## src/rtl/gf180mcu_osu_sc_9t_clkdiv_8_pkg.sv

```systemverilog
// rtl/gf180mcu_osu_sc_9t_clkdiv_8_pkg.sv - shared types and constants for the multi-channel clock divider
package gf180mcu_osu_sc_9t_clkdiv_8_pkg;

  // Per-channel FSM encoding
  typedef enum logic {
    ST_IDLE = 1'b0,
    ST_RUN  = 1'b1
  } ch_state_t;

  // Default width of each channel's divide field
  localparam int DIV_W_DEF = 8;

  // Output period in source-clock cycles for divide value d
  function automatic int period_cycles(input int d);
    return 2 * (d + 1);
  endfunction

endpackage

```

## src/rtl/gf180mcu_osu_sc_9t_clkdiv_8_ch.sv

```systemverilog
// rtl/gf180mcu_osu_sc_9t_clkdiv_8_ch.sv - one divided-clock channel with glitch-free enable and boundary-aligned ratio update
module gf180mcu_osu_sc_9t_clkdiv_8_ch
  import gf180mcu_osu_sc_9t_clkdiv_8_pkg::*;
#(
  parameter int DIV_W     = DIV_W_DEF,
  parameter int RESET_DIV = 0
) (
  input  logic             clk,
  input  logic             rst,
  input  logic             en,
  input  logic             upd,
  input  logic [DIV_W-1:0] div_in,
  output logic             ack,
  output logic             busy,
  output logic             y
);

  ch_state_t        state;
  ch_state_t        state_nxt;
  logic [DIV_W-1:0] cnt;
  logic [DIV_W-1:0] div_act;
  logic [DIV_W-1:0] pend;
  logic             pend_vld;
  logic             at_term;
  logic             boundary;
  logic             apply;

  // Last cycle of a phase; in RUN with Y low this is the period boundary (Y would rise)
  assign at_term  = (cnt == div_act);
  assign boundary = (state == ST_RUN) && at_term && !y;
  // A pending ratio is taken whenever idle, or at a boundary that keeps running
  assign apply    = pend_vld && ((state == ST_IDLE) || (boundary && en));

  // State register
  always_ff @(posedge clk or posedge rst) begin
    if (rst) state <= ST_IDLE;
    else     state <= state_nxt;
  end

  // Next-state logic: start on any sampled EN, stop only at a period boundary
  always_comb begin
    state_nxt = state;
    case (state)
      ST_IDLE: if (en) state_nxt = ST_RUN;
      ST_RUN:  if (boundary && !en) state_nxt = ST_IDLE;
      default: state_nxt = ST_IDLE;
    endcase
  end

  // Output logic: BUSY comes straight from the state flop
  always_comb begin
    busy = (state == ST_RUN);
  end

  // Ratio handshake: capture on UPD (last write wins), apply with a one-cycle ACK
  always_ff @(posedge clk or posedge rst) begin
    if (rst) begin
      div_act  <= DIV_W'(RESET_DIV);
      pend     <= '0;
      pend_vld <= 1'b0;
      ack      <= 1'b0;
    end else begin
      ack <= apply;
      if (apply) div_act <= pend;
      if (upd) begin
        pend     <= div_in;
        pend_vld <= 1'b1;
      end else if (apply) begin
        pend_vld <= 1'b0;
      end
    end
  end

  // Divider: count each phase to div_act, toggle Y; a stop leaves Y low at the boundary
  always_ff @(posedge clk or posedge rst) begin
    if (rst) begin
      y   <= 1'b0;
      cnt <= '0;
    end else begin
      case (state)
        ST_IDLE: begin
          cnt <= '0;
          if (en) y <= 1'b1;
        end
        ST_RUN: begin
          if (at_term) begin
            cnt <= '0;
            if (y)       y <= 1'b0;
            else if (en) y <= 1'b1;
          end else begin
            cnt <= cnt + 1'b1;
          end
        end
        default: begin
          y   <= 1'b0;
          cnt <= '0;
        end
      endcase
    end
  end

endmodule

```

## src/rtl/gf180mcu_osu_sc_9t_clkdiv_8.sv

```systemverilog
// rtl/gf180mcu_osu_sc_9t_clkdiv_8.sv - N_CH independent divided-clock channels
module gf180mcu_osu_sc_9t_clkdiv_8
  import gf180mcu_osu_sc_9t_clkdiv_8_pkg::*;
#(
  parameter int N_CH      = 4,
  parameter int DIV_W     = DIV_W_DEF,
  parameter int RESET_DIV = 0
) (
  input  logic                  CLK,
  input  logic                  RST,
  input  logic [N_CH-1:0]       EN,
  input  logic [N_CH-1:0]       UPD,
  input  logic [N_CH*DIV_W-1:0] DIV_IN,
  output logic [N_CH-1:0]       ACK,
  output logic [N_CH-1:0]       BUSY,
  output logic [N_CH-1:0]       Y
);

  // One channel per bit; channel i owns DIV_IN[i*DIV_W +: DIV_W]
  for (genvar i = 0; i < N_CH; i++) begin : g_ch
    gf180mcu_osu_sc_9t_clkdiv_8_ch #(
      .DIV_W     (DIV_W),
      .RESET_DIV (RESET_DIV)
    ) u_ch (
      .clk    (CLK),
      .rst    (RST),
      .en     (EN[i]),
      .upd    (UPD[i]),
      .div_in (DIV_IN[i*DIV_W +: DIV_W]),
      .ack    (ACK[i]),
      .busy   (BUSY[i]),
      .y      (Y[i])
    );
  end

endmodule

```

## config.mk

```make
export PLATFORM = sky130hd
export DESIGN_NAME = gf180mcu_osu_sc_9t_clkdiv_8
export DESIGN_NICKNAME = d
export VERILOG_FILES = /design/src/rtl/gf180mcu_osu_sc_9t_clkdiv_8_pkg.sv /design/src/rtl/gf180mcu_osu_sc_9t_clkdiv_8_ch.sv /design/src/rtl/gf180mcu_osu_sc_9t_clkdiv_8.sv
export SDC_FILE = /design/constraint.sdc
export NUM_CORES = 1
export LEC_CHECK = 0
export CORE_MARGIN = 1.5
export CORE_UTILIZATION = 58
export CTS_CLUSTER_DIAMETER = 150
export DETAILED_ROUTE_END_ITERATION = 6
export PLACE_DENSITY = 0.86
export SYNTH_ARGS = -nofsm -noshare
export SYNTH_HDL_FRONTEND = slang
export SYNTH_SLANG_ARGS = --single-unit
```

## constraint.sdc

```tcl
create_clock -name CLK -period 4.5 [get_ports CLK]
set_input_delay 0.9 -clock CLK [delete_from_list [all_inputs] [get_ports CLK]]
set_output_delay 0.9 -clock CLK [all_outputs]
set_load 0.005 [all_outputs]
```

**Word-level counts from Yosys, hierarchy flattened**

Cells that the tools add are included.

- Input port bits: 42
- RAM bits: 0
- Bits in registers: 112
- Logic and storage cells: 132
- Bits in latches: 0
- Output and inout bits: 12
- Memory bits (read-only): 0
- Memories kept: 0

- Reductions and logical operators: 40
- Muxes and demuxes: 44
- Multipliers: 0
- Bitwise gates (word level): 4
- Shift operators: 0
- Add/sub/neg operators: 4
- Divide/modulo/power cells: 0
- Eq/ne operators: 12
- Order comparisons: 0

Operator list:

| kind | count |
|---|---|
| 8-bit one-hot mux with 2 select lines | 4 |
| 8-bit by 1-bit adder with 8-bit output (second input constant) | 4 |
| 8-bit == test | 4 |
| 8-bit two-way mux | 4 |
| 1-bit two-way mux | 28 |
| 1-bit logical AND | 20 |
| 2-bit != test (second input constant) | 8 |
| 1-bit one-hot mux with 2 select lines | 8 |
| 1-bit logical NOT | 8 |
| 2-bit AND reduction | 4 |
| 2-bit nonzero test | 4 |
| 1-bit logical OR | 4 |
| 1-bit inverter | 4 |

**Depth between registers and ports, before layout**

Gate-level depths: netlist (run 1).

- Word-level depth: 8
- Gate-level depth with buffers: 6
- Gate-level depth less buffers: 4

**By module**

A second synthesis (run 1) with hierarchy kept.

- Cell total of the unflattened synthesis: 548
- Area, all modules: 5665.4 µm²

Modules (own cells, without submodules):

| module | cells an instance | times used | area an instance (µm²) |
|---|---|---|---|
| gf180mcu_osu_sc_9t_clkdiv_8_ch | 137 | 4 | 1416.4 |

**Worst setup path before layout (run 1)**

OpenSTA, ideal clock, no wires.

- Path kind: input to register
- From: input EN[1]
- To: register g_ch[1].u_ch.pend_vld
- Path slack: 2712 ps
- Data arrival time: 1668 ps
- Buffers on the path: 1
- Cell stages on the path: 4
- Setup time: 120 ps
- Cell sequence: nor2b_1 buf_2 nand3_1 a31o_1

- Cells in the longest elaborated chain, start to end: 4

RTL lines:

| element | line | RTL |
|---|---|---|
| from (decl) | gf180mcu_osu_sc_9t_clkdiv_8.sv:11 | `input logic [N_CH-1:0] EN,` |
| 1-bit logical AND | gf180mcu_osu_sc_9t_clkdiv_8_ch.sv:32 | `assign apply = pend_vld && ((state == ST_IDLE) \|\| (boundary && en));` |
| 1-bit logical OR | gf180mcu_osu_sc_9t_clkdiv_8_ch.sv:32 |  |
| 1-bit logical AND | gf180mcu_osu_sc_9t_clkdiv_8_ch.sv:32 |  |
| 2-bit nonzero test (no source line) | n/a |  |
| to (signal assigned) | gf180mcu_osu_sc_9t_clkdiv_8_ch.sv:60 | `pend_vld <= 1'b0;` |
| to (signal assigned) | gf180mcu_osu_sc_9t_clkdiv_8_ch.sv:67 | `pend_vld <= 1'b1;` |
| to (signal assigned) | gf180mcu_osu_sc_9t_clkdiv_8_ch.sv:69 | `pend_vld <= 1'b0;` |
| to (decl) | gf180mcu_osu_sc_9t_clkdiv_8_ch.sv:23 | `logic pend_vld;` |

Every way passes these cells.
A chain may end at the register's enable or synchronous reset.

**Final worst setup path (run 1)**

- From: register g_ch[2].u_ch.state
- To: output BUSY[2]

RTL lines:

| element | line | RTL |
|---|---|---|
| from (decl) | gf180mcu_osu_sc_9t_clkdiv_8_ch.sv:18 | `ch_state_t state;` |
| from (signal assigned) | gf180mcu_osu_sc_9t_clkdiv_8_ch.sv:37 | `else state <= state_nxt;` |
| to (decl) | gf180mcu_osu_sc_9t_clkdiv_8.sv:15 | `output logic [N_CH-1:0] BUSY,` |

No word-level cell between the ends.

==> results of run 1 <==
routing by layer:
layer / GRT usage (%) / vias up / wire length, um
li1: - / 2167 / -
met1: 28.8 / 2314 / 5040
met2: 41.6 / 168 / 6430
met3: 3.51 / 30 / 536
met4: 10.2 / 0 / 227
met5: 0 / - / 0
cell families (layout without fill, tap and decap cells):
logic type	after synthesis	in the layout	share of synthesized area (%)
muxes	32	32	6.08
adders and majority gates	4	4	0.844
AOI/OAI and AO/OA	109	109	11.9
DFF	112	112	47.3
and+or+nand+nor	226	226	21.1
xor gates and xnor gates	56	56	8.27
buffers and inverters	50	80	4.56
cells in the final DEF, fill, tap and decap left out, drive strengths merged:
cell and n:
a21o 3, a21oi 26, a221oi 10, a22o 1
a31o 4, a31oi 3, and2b 1, and3 48
and4 8, buf 2, clkbuf 13, clkdlybuf4s50 53
clkinv 5, clkinvlp 1, dfrtp 112, ha 4
inv 6, mux2 32, nand2 24, nand2b 2
nand3 65, nand3b 22, nand4 8, nor2 42
nor2b 3, o211ai 32, o21ai 29, o31ai 1
or3 3, xnor2 36, xor2 20
sequential cells by signal (all words and copies together) (netlist names):
| register | cells |
|---|---|
| g_ch.u_ch.pend | 32 |
| g_ch.u_ch.div_act | 32 |
| g_ch.u_ch.cnt | 32 |
| g_ch.u_ch.ack | 4 |
| g_ch.u_ch.pend_vld | 4 |
| g_ch.u_ch.busy | 4 |
| g_ch.u_ch.y | 4 |
final timing paths:
path / start / to / slack [ns] / cells after the start
worst min register to register: g_ch[3].u_ch.pend[0]$_DFFE_PP0P_ / g_ch[3].u_ch.pend[0]$_DFFE_PP0P_ / 0.54 / 1
max in group asynchronous: RST / g_ch[0].u_ch.cnt[3]$_DFF_PP0_ / 2.60 / 3
worst min-delay path: g_ch[3].u_ch.pend[0]$_DFFE_PP0P_ / g_ch[3].u_ch.pend[0]$_DFFE_PP0P_ / 0.54 / 1
min in group asynchronous: RST / g_ch[1].u_ch.pend[2]$_DFFE_PP0P_ / 1.03 / 2
worst max-delay path: g_ch[2].u_ch.busy$_DFF_PP0_ / BUSY[2] / 1.79 / 1
worst max register to register: g_ch[1].u_ch.y$_DFFE_PP0P_ / g_ch[1].u_ch.div_act[1]$_DFFE_PP0P_ / 2.63 / 4
layout make-up:
class | count | area share, %
clock buffer | 13 | 2.56
clock inverter | 3 | 0.379
inverter | 9 | 0.550
multi-input combinational | 427 | 43.3
sequential | 112 | 42.5
tap | 133 | 2.52
timing repair buffer | 55 | 8.26
power groups by stage:
stage	registers (W)	logic (W)	clock network, W
5_1_grt	0.00129	0.000502	0.000634
2_1_floorplan	0.00125	0.000346	0
3_5_place_dp	0.00129	0.000441	0
3_3_place_gp	0.00128	0.000411	0
4_1_cts	0.00127	0.000446	0.000597
6_report	0.00127	0.000443	0.000584
through the flow:
stage / worst slack [ns] / total power, W
after global routing: 1.72 / 0.00243
final: 1.79 / 0.00230
after floorplan: 0.641 / 0.00159
after detailed placement: 1.67 / 0.00173
after global placement: 1.85 / 0.00169
after CTS: 1.80 / 0.00231
cell usage after synthesis, drive strengths merged:
master / n / share of area [%]
mux2: 32 / 6.1
nand3: 65 / 5.7
a221oi: 10 / 1.5
or3: 3 / 0.32
nand4: 8 / 1.2
inv: 6 / 0.38
clkinv: 3 / 0.19
nor2: 42 / 2.7
a21oi: 26 / 2.2
clkbuf: 17 / 1.1
a21o: 3 / 0.38
and4: 8 / 1.2
nand2b: 2 / 0.21
buf: 24 / 2.9
ha: 4 / 0.84
nand2: 24 / 1.5
dfrtp: 112 / 47
xnor2: 36 / 5.3
a31o: 4 / 0.59
a22o: 1 / 0.15
xor2: 20 / 3.0
and3: 48 / 5.1
nand3b: 22 / 2.8
o211ai: 32 / 4.1
a31oi: 3 / 0.32
o21ai: 29 / 2.6
and2b: 1 / 0.13
o31ai: 1 / 0.13
nor2b: 3 / 0.32
==> metrics, run 1 <==
run status=finished, final reports clean; weighted congestion reported at the end of routability-driven placement=0.789; width of the die=104 um; layout cell share with drive strength beyond 1=9.05%; post-cts sizing count=0; core area=0.00986 mm^2; type of element capturing the critical path=output port; starting utilization of the core area=60.1%; post-DR wirelength/cell=16.3 um; number of setup buffers added after CTS=0; worst-path maximum fanout=23; GRT overflow=0; number of antenna violations at the first check in global routing=0; sum of negative setup slack=0 ns; final number of setup-violating endpoints=0; placed cell count=736; part of the power in combinational logic=19.3%; multi-input logic area=0.00286 mm^2; total routing resource utilization after global routing=23.6%; Internal Power=0.00160 W; number of fillers in the final layout=742; final max-slew violation count=0; cell type group with the largest total delay on the critical path=flip-flops; number of global-route vias before repair=4,679; Max Fclk=368 MHz; tightest hold margin=0.538 ns; wire length of the first global-routing pass=21,200 um; total clock buffers created by CTS=9; pin count of the biggest net entering global routing=72; switching share of total power=30.2%; DP HPWL=8370 um; Antenna Violating Nets Remaining=0; post-synthesis average cell area=10.1 um^2; crit path launch type=register; Clock Skew=0.00758 ns; later-pin clock latency in the skew report=0.37 ns; layout overhead on the synthesized area=11.3%; number of diodes=0; leakage power=2.68 nW; warning count from the yosys run=0; number of optimization iterations in the first detailed-route pass=5; clock transition at the registers of the reported paths=0.10 ns; setup repair after global routing missed its margin=false; count of endpoints failing hold in the final timing report=0; final net count=660; delay of the slowest critical-path stage=0.81 ns; Post-route DRC=0; number of buffers inserted for hold repair after clock tree synthesis=0; ordered list of cells on the worst path=clkdlybuf4s50_1; Post-Route Utilization=66.9%; share of the yosys chip area belonging to registers=47.3%; total of flip-flops plus latches after synthesis=112; count of clock tree sinks=112; crit path kind=register to output port; first-iteration detailed-routing DRC count=263; maxcap violations=0; Cell variety after synth=38; Mapped Area=0.00593 mm^2; period utilisation layout=60.3%; PortBufs=53; cell with the largest stage delay on the worst path=sky130_fd_sc_hd__dfrtp_1; full die area=0.0108 mm^2; min cycle time layout=2.71 ns; Hold Crit Class=register to register; DP Area=0.00641 mm^2; clock tree from TritonCTS=yes; Avg Vias per Cell=6.22; WP data arrival=1.81 ns; sequential share of power=55.3%; Cells after Synth=589; Max Buffers Root-to-Sink=2; FP Rows=36; Max IR drop VDD=0.195 mV; part of the power in the clock network=25.4%; required time worst endpoint=3.60 ns; Post-Synthesis Net Count=635; number of I/O pins=54; final design instance area without fill=0.00660 mm^2; Sequential cell area=0.00280 mm^2; power per standard cell area=348 mW/mm^2; height of the die=104 um; worst slew pin tran=0.959 ns; Max transition margin=35.9%; Routed WL=12,200 um; Clock Tree Root=sky130_fd_sc_hd__clkbuf_8; NetSw=0.000693 W; level count of the clock H-tree=3; worst path bufs/invs=1; total via count in the routed design=4,679; Non-Filler Instances=752
(Power assumes the default switching activity.)
==> run 2, diff against run 1 <==
CORE_UTILIZATION = 52   (was 58)
PLACE_DENSITY = 0.82   (was 0.86)
clock period = 2.23 ns   (was 4.5 ns; I/O delays follow)
==> metrics, run 2 (synthesized netlist as in run 1, its figures left out) <==
run status=finished, final reports clean; number of global-route vias before repair=4,518; Max Fclk=527 MHz; number of I/O pins=54; wire length of the first global-routing pass=20,600 um; Internal Power=0.00356 W; delay of the slowest critical-path stage=0.54 ns; Max IR drop VDD=0.389 mV; number of antenna violations at the first check in global routing=0; FP Rows=38; Final Total Pwr=0.00503 W; Non-Filler Instances=765; period utilisation layout=85.1%; crit path kind=register to output port; pin count of the biggest net entering global routing=113; cell with the largest stage delay on the worst path=sky130_fd_sc_hd__clkdlybuf4s50_1; Hold Crit Class=register to register; full die area=0.0121 mm^2; cell type group with the largest total delay on the critical path=buffers and inverters; first-iteration detailed-routing DRC count=335; clock tree from TritonCTS=yes; number of diodes=0; leading registers by flop count=g_ch.u_ch.cnt (32), g_ch.u_ch.div_act (32), g_ch.u_ch.pend (32); worst path bufs/invs=2; layout cell share with drive strength beyond 1=10.1%; PortBufs=53; Routed WL=11,800 um; switching share of total power=29.2%; Antenna Violating Nets Remaining=0; maxcap violations=0; layout overhead on the synthesized area=14.1%; leading cell type in the layout, fill and taps excluded=sky130_fd_sc_hd__dfrtp_1; number of buffers inserted for hold repair after clock tree synthesis=0; power per standard cell area=744 mW/mm^2; count of clock tree sinks=112; post-cts sizing count=0; launch point of the worst hold path=g_ch[1].u_ch.pend[2]$_DFFE_PP0P_; number of fillers in the final layout=881; final max-slew violation count=0; final number of setup-violating endpoints=0; worst-path maximum fanout=23; height of the die=110 um; level count of the clock H-tree=3; WP data arrival=1.45 ns; min cycle time layout=1.90 ns; total clock buffers created by CTS=9; type of element capturing the critical path=output port; number of optimization iterations in the first detailed-route pass=5; crit path launch type=register; worst slew pin tran=0.604 ns; GRT overflow=0; count of endpoints failing hold in the final timing report=0; NetSw=0.00147 W; Clock Tree Root=sky130_fd_sc_hd__clkbuf_16; width of the die=110 um; DP HPWL=7960 um; total via count in the routed design=4,567; leakage power=2.76 nW; total routing resource utilization after global routing=21.6%; part of the power in the clock network=31.4%; ordered list of cells on the worst path=buf_4 > clkdlybuf4s50_1; core area=0.0110 mm^2; part of the power in combinational logic=17.6%; Avg Vias per Cell=5.97; tightest hold margin=0.526 ns; starting utilization of the core area=54.0%; sequential share of power=51.0%; placed cell count=749; final net count=666; Post-route DRC=0; clock transition at the registers of the reported paths=0.07 ns; setup repair after global routing missed its margin=false; Max Buffers Root-to-Sink=2; required time worst endpoint=1.78 ns; sum of negative setup slack=0 ns; most used cells in the layout excluding fill and tap cells=112 x sky130_fd_sc_hd__dfrtp_1, 63 x sky130_fd_sc_hd__nand3_1, 53 x sky130_fd_sc_hd__clkdlybuf4s50_1; number of setup buffers added after CTS=0; Critical Path Start=g_ch[2].u_ch.busy$_DFF_PP0_; post-DR wirelength/cell=15.5 um; worst reg2reg path startpoint=g_ch[2].u_ch.cnt[2]$_DFF_PP0_; later-pin clock latency in the skew report=0.35 ns; weighted congestion reported at the end of routability-driven placement=0.782; Max transition margin=59.6%; Clock Skew=0.0107 ns
run 2: cell count changes in the layout (fill, tap and decap cells not counted), sizes merged:
cell,change
buf,+6
inv,+1
clkbuf,-2
clkinv,+1
run 2: layout make-up:
class	count	area [um^2]	area share [%]
multi-input cells	427	2860	42.2
well taps	140	175	2.59
clock inverters	5	36.3	0.536
inverters	9	37.5	0.555
repair buffers	61	603	8.92
flip-flops and latches	112	2800	41.4
clock buffers	11	253	3.74
run 2: routing by layer:
layer	up-vias	share of wire [%]	global-route usage (%)
met5	-	0	0
met3	19	3.8	2.79
met1	2249	42	27.9
met2	113	52	36.6
met4	0	1.7	9.00
li1	2186	-	-
run 2: power by group through the flow:
stage	sequential, W	combinational [W]	clock, W
after floorplan	0.00252	0.000698	0
final	0.00257	0.000886	0.00158
after global placement	0.00258	0.000833	0
after detailed placement	0.00260	0.000889	0
after global routing	0.00261	0.00101	0.00169
after CTS	0.00257	0.000895	0.00161
run 2: through the flow:
stage / util [%] / setup WS [ns] / instance area [um^2]
2_1_floorplan: - / 0.427 / 5930
3_3_place_gp: 59.0 / 0.333 / 6470
3_5_place_dp: 59.0 / 0.234 / 6470
4_1_cts: 61.6 / 0.331 / 6760
5_1_grt: 61.6 / 0.255 / 6760
6_report: 61.6 / 0.331 / 6760
run 2: final timing paths:
path	to	slack, ns	cells after the start
worst min register to register	g_ch[1].u_ch.pend[2]$_DFFE_PP0P_	0.53	1
worst max-delay path	BUSY[2]	0.33	2
max in group asynchronous	g_ch[3].u_ch.cnt[5]$_DFF_PP0_	1.16	3
worst min-delay path	g_ch[1].u_ch.pend[2]$_DFFE_PP0P_	0.53	1
worst max register to register	g_ch[2].u_ch.pend_vld$_DFFE_PP0P_	0.47	4
min in group asynchronous	g_ch[3].u_ch.pend[0]$_DFFE_PP0P_	0.60	3
